<file path="src/rtl/jtag_tap_pkg.sv">
// Shared TAP definitions: 1149.1 state encoding, instruction codes, DR select
// and the TAP next-state function.
package jtag_tap_pkg;

    typedef enum logic [3:0] {
        TAP_EX2DR = 4'h0,
        TAP_EX1DR = 4'h1,
        TAP_SHDR  = 4'h2,
        TAP_PAUDR = 4'h3,
        TAP_SELIR = 4'h4,
        TAP_UPDDR = 4'h5,
        TAP_CAPDR = 4'h6,
        TAP_SELDR = 4'h7,
        TAP_EX2IR = 4'h8,
        TAP_EX1IR = 4'h9,
        TAP_SHIR  = 4'hA,
        TAP_PAUIR = 4'hB,
        TAP_RTI   = 4'hC,
        TAP_UPDIR = 4'hD,
        TAP_CAPIR = 4'hE,
        TAP_TLR   = 4'hF
    } tap_state_e;

    typedef enum logic [1:0] {
        DR_IDCODE = 2'd0,
        DR_USER   = 2'd1,
        DR_BYPASS = 2'd2
    } dr_sel_e;

    localparam logic [3:0] IR_IDCODE = 4'h1;
    localparam logic [3:0] IR_USER   = 4'h8;
    localparam logic [3:0] IR_BYPASS = 4'hF;

    localparam int unsigned IDCODE_WIDTH = 32;

    function automatic tap_state_e tap_next(input tap_state_e state, input logic tms);
        tap_state_e nxt;
        case (state)
            TAP_TLR:   nxt = tms ? TAP_TLR   : TAP_RTI;
            TAP_RTI:   nxt = tms ? TAP_SELDR : TAP_RTI;
            TAP_SELDR: nxt = tms ? TAP_SELIR : TAP_CAPDR;
            TAP_CAPDR: nxt = tms ? TAP_EX1DR : TAP_SHDR;
            TAP_SHDR:  nxt = tms ? TAP_EX1DR : TAP_SHDR;
            TAP_EX1DR: nxt = tms ? TAP_UPDDR : TAP_PAUDR;
            TAP_PAUDR: nxt = tms ? TAP_EX2DR : TAP_PAUDR;
            TAP_EX2DR: nxt = tms ? TAP_UPDDR : TAP_SHDR;
            TAP_UPDDR: nxt = tms ? TAP_SELDR : TAP_RTI;
            TAP_SELIR: nxt = tms ? TAP_TLR   : TAP_CAPIR;
            TAP_CAPIR: nxt = tms ? TAP_EX1IR : TAP_SHIR;
            TAP_SHIR:  nxt = tms ? TAP_EX1IR : TAP_SHIR;
            TAP_EX1IR: nxt = tms ? TAP_UPDIR : TAP_PAUIR;
            TAP_PAUIR: nxt = tms ? TAP_EX2IR : TAP_PAUIR;
            TAP_EX2IR: nxt = tms ? TAP_UPDIR : TAP_SHIR;
            TAP_UPDIR: nxt = tms ? TAP_SELDR : TAP_RTI;
            default:   nxt = TAP_TLR;
        endcase
        return nxt;
    endfunction

endpackage

</file>
<file path="src/rtl/jtag_tap_fsm.sv">
// TAP controller state register; advances on a detected TCK rise, forced to
// Test-Logic-Reset by trst or system reset.
module jtag_tap_fsm
    import jtag_tap_pkg::*;
(
    input  logic       clk,
    input  logic       rst_n,
    input  logic       rise,
    input  logic       trst,
    input  logic       tms,
    output tap_state_e state
);

    tap_state_e state_r;

    // State register: trst overrides a coincident TCK rise
    always_ff @(posedge clk) begin
        if (!rst_n) begin
            state_r <= TAP_TLR;
        end else if (trst) begin
            state_r <= TAP_TLR;
        end else if (rise) begin
            state_r <= tap_next(state_r, tms);
        end else begin
            state_r <= state_r;
        end
    end

    assign state = state_r;

endmodule

</file>
<file path="src/rtl/jtag_tap_responder.sv">
// JTAG TAP target in the system clock domain: TCK is oversampled as data,
// with IDCODE, BYPASS and one USER data register behind a shared TDO.
module jtag_tap_responder
    import jtag_tap_pkg::*;
#(
    parameter int unsigned IR_WIDTH   = 4,
    parameter logic [31:0] IDCODE_VAL = 32'h1000_0001,
    parameter int unsigned USER_WIDTH = 32
) (
    input  logic                  clk_i,
    input  logic                  rst_ni,
    input  logic                  enable_i,
    input  logic                  jtag_tck_i,
    input  logic                  jtag_tms_i,
    input  logic                  jtag_tdi_i,
    input  logic                  jtag_trst_i,
    output logic                  jtag_tdo_o,
    input  logic [USER_WIDTH-1:0] user_data_i,
    output logic [USER_WIDTH-1:0] user_data_o,
    output logic                  user_update_o,
    output logic [3:0]            tap_state_o
);

    localparam logic [IR_WIDTH-1:0] IR_IDCODE_W  = IR_WIDTH'(IR_IDCODE);
    localparam logic [IR_WIDTH-1:0] IR_USER_W    = IR_WIDTH'(IR_USER);
    localparam logic [IR_WIDTH-1:0] IR_BYPASS_W  = IR_WIDTH'(IR_BYPASS);
    localparam logic [IR_WIDTH-1:0] IR_CAPTURE_W = IR_WIDTH'(2'b01);

    logic                    tck_q_r;
    logic                    rise_s;
    logic                    fall_s;
    logic                    rise_act_s;
    logic                    fall_act_s;
    tap_state_e              state_s;
    dr_sel_e                 dr_sel_s;
    logic                    tdo_next_s;

    logic [IR_WIDTH-1:0]     ir_r;
    logic [IR_WIDTH-1:0]     shift_ir_r;
    logic [IDCODE_WIDTH-1:0] dr_id_r;
    logic                    dr_byp_r;
    logic [USER_WIDTH-1:0]   dr_user_r;
    logic [USER_WIDTH-1:0]   user_shift_s;

    logic                    tdo_r;
    logic [USER_WIDTH-1:0]   user_data_r;
    logic                    user_update_r;

    assign rise_s = jtag_tck_i & ~tck_q_r & enable_i;
    assign fall_s = ~jtag_tck_i & tck_q_r & enable_i;
    // A TCK edge coinciding with trst is discarded entirely
    assign rise_act_s = rise_s & ~jtag_trst_i;
    assign fall_act_s = fall_s & ~jtag_trst_i;

    // Previous TCK sample; tracks even while disabled so re-enabling makes no false edge
    always_ff @(posedge clk_i) begin
        if (!rst_ni) begin
            tck_q_r <= 1'b0;
        end else begin
            tck_q_r <= jtag_tck_i;
        end
    end

    jtag_tap_fsm u_fsm (
        .clk   (clk_i),
        .rst_n (rst_ni),
        .rise  (rise_s),
        .trst  (jtag_trst_i),
        .tms   (jtag_tms_i),
        .state (state_s)
    );

    // Instruction decode; anything not IDCODE or USER falls back to BYPASS
    always_comb begin
        dr_sel_s = DR_BYPASS;
        if (ir_r == IR_IDCODE_W) begin
            dr_sel_s = DR_IDCODE;
        end else if (ir_r == IR_USER_W) begin
            dr_sel_s = DR_USER;
        end else if (ir_r == IR_BYPASS_W) begin
            dr_sel_s = DR_BYPASS;
        end else begin
            dr_sel_s = DR_BYPASS;
        end
    end

    generate
        if (USER_WIDTH > 1) begin : g_user_shift
            assign user_shift_s = {jtag_tdi_i, dr_user_r[USER_WIDTH-1:1]};
        end else begin : g_user_bit
            assign user_shift_s = jtag_tdi_i;
        end
    endgenerate

    // Instruction register and its shift stage
    always_ff @(posedge clk_i) begin
        if (!rst_ni) begin
            ir_r       <= IR_IDCODE_W;
            shift_ir_r <= {IR_WIDTH{1'b0}};
        end else begin
            if (jtag_trst_i || (state_s == TAP_TLR)) begin
                ir_r <= IR_IDCODE_W;
            end else if (fall_act_s && (state_s == TAP_UPDIR)) begin
                ir_r <= shift_ir_r;
            end else begin
                ir_r <= ir_r;
            end

            if (rise_act_s && (state_s == TAP_CAPIR)) begin
                shift_ir_r <= IR_CAPTURE_W;
            end else if (rise_act_s && (state_s == TAP_SHIR)) begin
                shift_ir_r <= {jtag_tdi_i, shift_ir_r[IR_WIDTH-1:1]};
            end else begin
                shift_ir_r <= shift_ir_r;
            end
        end
    end

    // Data registers: capture and shift only touch the one selected by ir
    always_ff @(posedge clk_i) begin
        if (!rst_ni) begin
            dr_id_r   <= {IDCODE_WIDTH{1'b0}};
            dr_byp_r  <= 1'b0;
            dr_user_r <= {USER_WIDTH{1'b0}};
        end else if (rise_act_s && (state_s == TAP_CAPDR)) begin
            case (dr_sel_s)
                DR_IDCODE: dr_id_r   <= IDCODE_VAL;
                DR_USER:   dr_user_r <= user_data_i;
                default:   dr_byp_r  <= 1'b0;
            endcase
        end else if (rise_act_s && (state_s == TAP_SHDR)) begin
            case (dr_sel_s)
                DR_IDCODE: dr_id_r   <= {jtag_tdi_i, dr_id_r[IDCODE_WIDTH-1:1]};
                DR_USER:   dr_user_r <= user_shift_s;
                default:   dr_byp_r  <= jtag_tdi_i;
            endcase
        end else begin
            dr_id_r   <= dr_id_r;
            dr_byp_r  <= dr_byp_r;
            dr_user_r <= dr_user_r;
        end
    end

    // TDO source: LSB of whichever register is being shifted, else 0
    always_comb begin
        tdo_next_s = 1'b0;
        if (state_s == TAP_SHIR) begin
            tdo_next_s = shift_ir_r[0];
        end else if (state_s == TAP_SHDR) begin
            case (dr_sel_s)
                DR_IDCODE: tdo_next_s = dr_id_r[0];
                DR_USER:   tdo_next_s = dr_user_r[0];
                default:   tdo_next_s = dr_byp_r;
            endcase
        end else begin
            tdo_next_s = 1'b0;
        end
    end

    // Falling-edge outputs: TDO launch and USER update with its one-cycle strobe
    always_ff @(posedge clk_i) begin
        if (!rst_ni) begin
            tdo_r         <= 1'b0;
            user_data_r   <= {USER_WIDTH{1'b0}};
            user_update_r <= 1'b0;
        end else begin
            if (fall_act_s) begin
                tdo_r <= tdo_next_s;
            end else begin
                tdo_r <= tdo_r;
            end

            if (fall_act_s && (state_s == TAP_UPDDR) && (dr_sel_s == DR_USER)) begin
                user_data_r   <= dr_user_r;
                user_update_r <= 1'b1;
            end else begin
                user_data_r   <= user_data_r;
                user_update_r <= 1'b0;
            end
        end
    end

    assign jtag_tdo_o    = tdo_r;
    assign user_data_o   = user_data_r;
    assign user_update_o = user_update_r;
    assign tap_state_o   = state_s;

endmodule

</file>
<file path="config.mk">
export PLATFORM = sky130hd
export DESIGN_NAME = jtag_tap_responder
export DESIGN_NICKNAME = d
export VERILOG_FILES = /design/src/rtl/jtag_tap_pkg.sv /design/src/rtl/jtag_tap_fsm.sv /design/src/rtl/jtag_tap_responder.sv
export SDC_FILE = /design/constraint.sdc
export NUM_CORES = 1
export LEC_CHECK = 0
export ABC_AREA = 1
export CAP_MARGIN = 10
export CORE_MARGIN = 3
export CORE_UTILIZATION = 54
export DETAILED_ROUTE_END_ITERATION = 10
export GPL_TIMING_DRIVEN = 1
export PLACE_DENSITY_LB_ADDON = 0.12
export SETUP_SLACK_MARGIN = 0.3
export SYNTH_ARGS = -nofsm -noshare
export SYNTH_HDL_FRONTEND = slang
export SYNTH_SLANG_ARGS = --single-unit
</file>
<file path="constraint.sdc">
create_clock -name clk_i -period 1.6 [get_ports clk_i]
set_input_delay 0.4 -clock clk_i [delete_from_list [all_inputs] [get_ports clk_i]]
set_output_delay 0.4 -clock clk_i [all_outputs]
set_load 0.05 [all_outputs]
</file>
==> out/qor.yml <==
run_status: "completed"
worst_hold_path_type: "reg2reg"
antenna_violating_nets_remaining: 0
worstSetupStartpointType: "flop"
layout_common_cells: "nand2_1 (197), inv_1 (79), dfxtp_1 (70), a21oi_2 (57), buf_12 (52)"
postSynthCellCount: 715
core_region_area_sq_mm: 0.00889
p_int_mw: 3.68
power_per_cell_area_mw_per_mm2: 627
minimum_setup_slack_after_placement_ps: -371
drt_via_density: 5.69
pin_count_of_the_biggest_net_entering_global_routing: 67
crit-reg2reg-launch: "tck_q_r$_SDFF_PN0_"
synth_fp_nets: 754
floorplan.die_area_sq_mm: 0.0106
synth_cell_types: 26
final_min_period_over_clock_period_pct: 94.8
worstPathMaxFanout: 7
dominantRegCellSynth: "dfxtp_1"
global_route.usage.total_pct: 28.6
drc: 0
initial_utilization_pct: 56.9
final-instance-count-excl-fill: 950
clk-insertion-delay-late_ps: 380
worst_ep_arrival_time_ps: 1800
clock.fmax_mhz: 659
slew_headroom_pct: 68.1
worst_hold_path.endpoint: "user_data_o[7]$_SDFFE_PN0P_"
proportion_of_power_drawn_by_the_clock_network_pct: 35.8
area_delta_synth_final_pct: 54.3
critical-path-top-cell-by-count: "nand3_4"
rsz_0062_raised_after_global_routing: "yes"
count_of_maximum_capacitance_violations: 0
total_power_mw: 4.89
r2r_cells: 9
antenna-diode-count: 0
slew_viol_final: 0
grt_pass1_wl_mm: 23.9
first_global_vias: 5043
postLayoutSetupSlackWorst_ps: 82.8
worst_path_dominant_cell_family: "buffers and inverters"
layout_min_cycle_time_ps: 1520
hpwl_after_detailed_placement_mm: 7.93
worst-r2r-setup-slack_ps: 80
clock_buffers_created_by_tritoncts: 9
path_buf_inv: 4
layout_commonest_cell: "nand2_1"
route.vias.total: 5409
clock_sink_count: 112
floorplan.io_pins: 77
clock_tree.htree_level_count: 3
grt_antenna_before_repair: 0
totalWireLength_mm: 17.2
path_class: "reg2reg"
async_flop_share_pct: 0
syn_area_per_cell_sq_um: 7.07
cp_required_ps: 1880
critical-path-slowest-cell: "dfxtp_2"
synth-edff-count: 0
place.port_buffers: 76
clock_path_buffers: 2
power.static_leakage_nw: 3.23
switching_share_pct: 24.9
worstHoldStart: "dr_user_r[7]$_SDFFE_PN0P_"
peakVddDrop_mv: 0.555
overall_overflow_remaining_after_global_route: 0
post_cts_hold_buffer_count: 0
combinational_group_share_of_total_power_pct: 7.2
post_synth_instance_area_sq_mm: 0.00506
switching_power_mw: 1.22
cts.root.buffer_cell: "clkbuf_8"
tns_ps: 0
synth.yosys.warnings: 0
clock_input_transition_at_the_sequential_cells_of_the_worst_setup_and_hold_paths_ps: 110
design.final.nets: 876
gp_congestion: 0.851
dpl.cell_count: 887
wire_per_inst_um: 18.1
die_height_um: 103
r2r_end: "dr_id_r[2]$_SDFFE_PN0P_"
critical_path.max_stage_delay_ps: 350
setup-violations-final: 0
crit_path_end_kind: "flop"
synth-seq-cells: 112
timing.final.hold_violations: 0
tritoncts: "done"
pwr-share-seq_pct: 56.9
final_util_pct: 87.8
drt_first_iter_violations: 330
layout-drive-gt1-share_pct: 36.1
fp-row-count: 34
synth.yosys.seq_area_share_pct: 44.3
skew_ps: 8.81
firstDrtPassIters: 5
path_cells: "inv_2 -> nand3_4 -> nor2_4 -> buf_6 -> nand3_4 -> buf_12 -> clkbuf_16 -> o21ai_4 -> a21oi_2"
fp.dieW_um: 103
worst_pin_slew_ps: 479
hold-path-cell-count: 2
[what timing repair did]
item / CTS / global route
pin swaps: 24 / 25
setup endpoints to repair: 147 / 140
buffers inserted: 23 / 11
gates resized for setup: 130 / 74
cloned: 8 / 5
[per-layer routing]
metal / global-route usage (%) / vias to the layer above / routed length (um)
met3: 3.92 / 71 / 1420
li1: - / 2493 / -
met1: 33.8 / 2535 / 6370
met5: 0 / - / 0
met2: 52.1 / 310 / 8820
met4: 11.7 / 0 / 624
[how the worst max path moves through the flow]
stage                                            from                     endpoint  slack, ps  cells past startpoint
final                              tck_q_r$_SDFF_PN0_      dr_id_r[2]$_SDFFE_PN0P_         80                      9
after global placement                     jtag_tck_i    dr_user_r[8]$_SDFFE_PN0P_       -280                      8
after detailed placement                   jtag_tck_i   dr_user_r[24]$_SDFFE_PN0P_       -370                      8
after CTS                 u_fsm.state[2]$_SDFFE_PP1N_               tap_state_o[2]        170                      2
after global routing      u_fsm.state[0]$_SDFFE_PP1N_  user_data_o[9]$_SDFFE_PN0P_         40                      9
after floorplan           u_fsm.state[2]$_SDFFE_PP1N_         ir_r[3]$_SDFFE_PP0P_        280                      8
[per-stage QoR]
step	instance area, sq um	hold slack [ps]
after floorplan	5140	430
after global placement	6450	437
after detailed placement	6450	445
after CTS	7330	456
after global routing	7800	471
final	7800	456
[cell usage after synthesis (3+ instances only)]
cell / number / area [sq um]
buf_2: 5 / 25.0
dfxtp_1: 112 / 2240
nand2_4: 3 / 33.8
nand2_1: 211 / 792
nor2_1: 53 / 199
o211ai_1: 4 / 30.0
inv_2: 6 / 22.5
nand3_1: 11 / 55.1
nor3_1: 3 / 15.0
nand4_1: 3 / 18.8
a21oi_1: 77 / 385
inv_1: 84 / 315
buf_6: 12 / 135
o21ai_0: 29 / 145
clkbuf_1: 22 / 82.6
a21oi_2: 29 / 254
nor2_2: 3 / 18.8
o21ai_1: 38 / 190
[flip-flops by register name, summed over array words and instances, names as in the netlist]
| register | cells |
|---|---|
| dr_byp_r | 1 |
| dr_id_r | 32 |
| user_update_o | 1 |
| shift_ir_r | 4 |
| jtag_tdo_o | 1 |
| u_fsm.state | 4 |
| ir_r | 4 |
| tck_q_r | 1 |
| user_data_o | 32 |
| dr_user_r | 32 |
[cell families after synthesis]
| kind of cell | synth area share, % |
|---|---|
| buffers and inverters | 11.7 |
| AOI/OAI and AO/OA | 19.9 |
| DFF | 44.3 |
| and+or+nand+nor | 24.1 |
[area by class of cell]
| cell class | count | area (sq um) |
|---|---|---|
| multi-input cells | 472 | 2640 |
| flip-flops and latches | 112 | 2320 |
| repair buffers | 150 | 2140 |
| fillers | 439 | 1090 |
| inverters | 92 | 373 |
| well taps | 108 | 135 |
| clock buffers | 10 | 128 |
| clock inverters | 6 | 68.8 |
[worst min-delay path: stages, from the launching register on]
cell and delay, ps:
dfxtp_1 330, nand2_1 60, a21oi_1 50
[power groups by stage]
stage	combinational [mW]	clock, mW	sequential, mW
after global placement	0.270	0	2.86
after CTS	0.306	1.71	2.79
after global routing	0.372	1.87	2.79
after floorplan	0.104	0	2.87
after detailed placement	0.272	0	2.86
final	0.353	1.75	2.79
No activity file was read; power rests on OpenSTA's default activity.
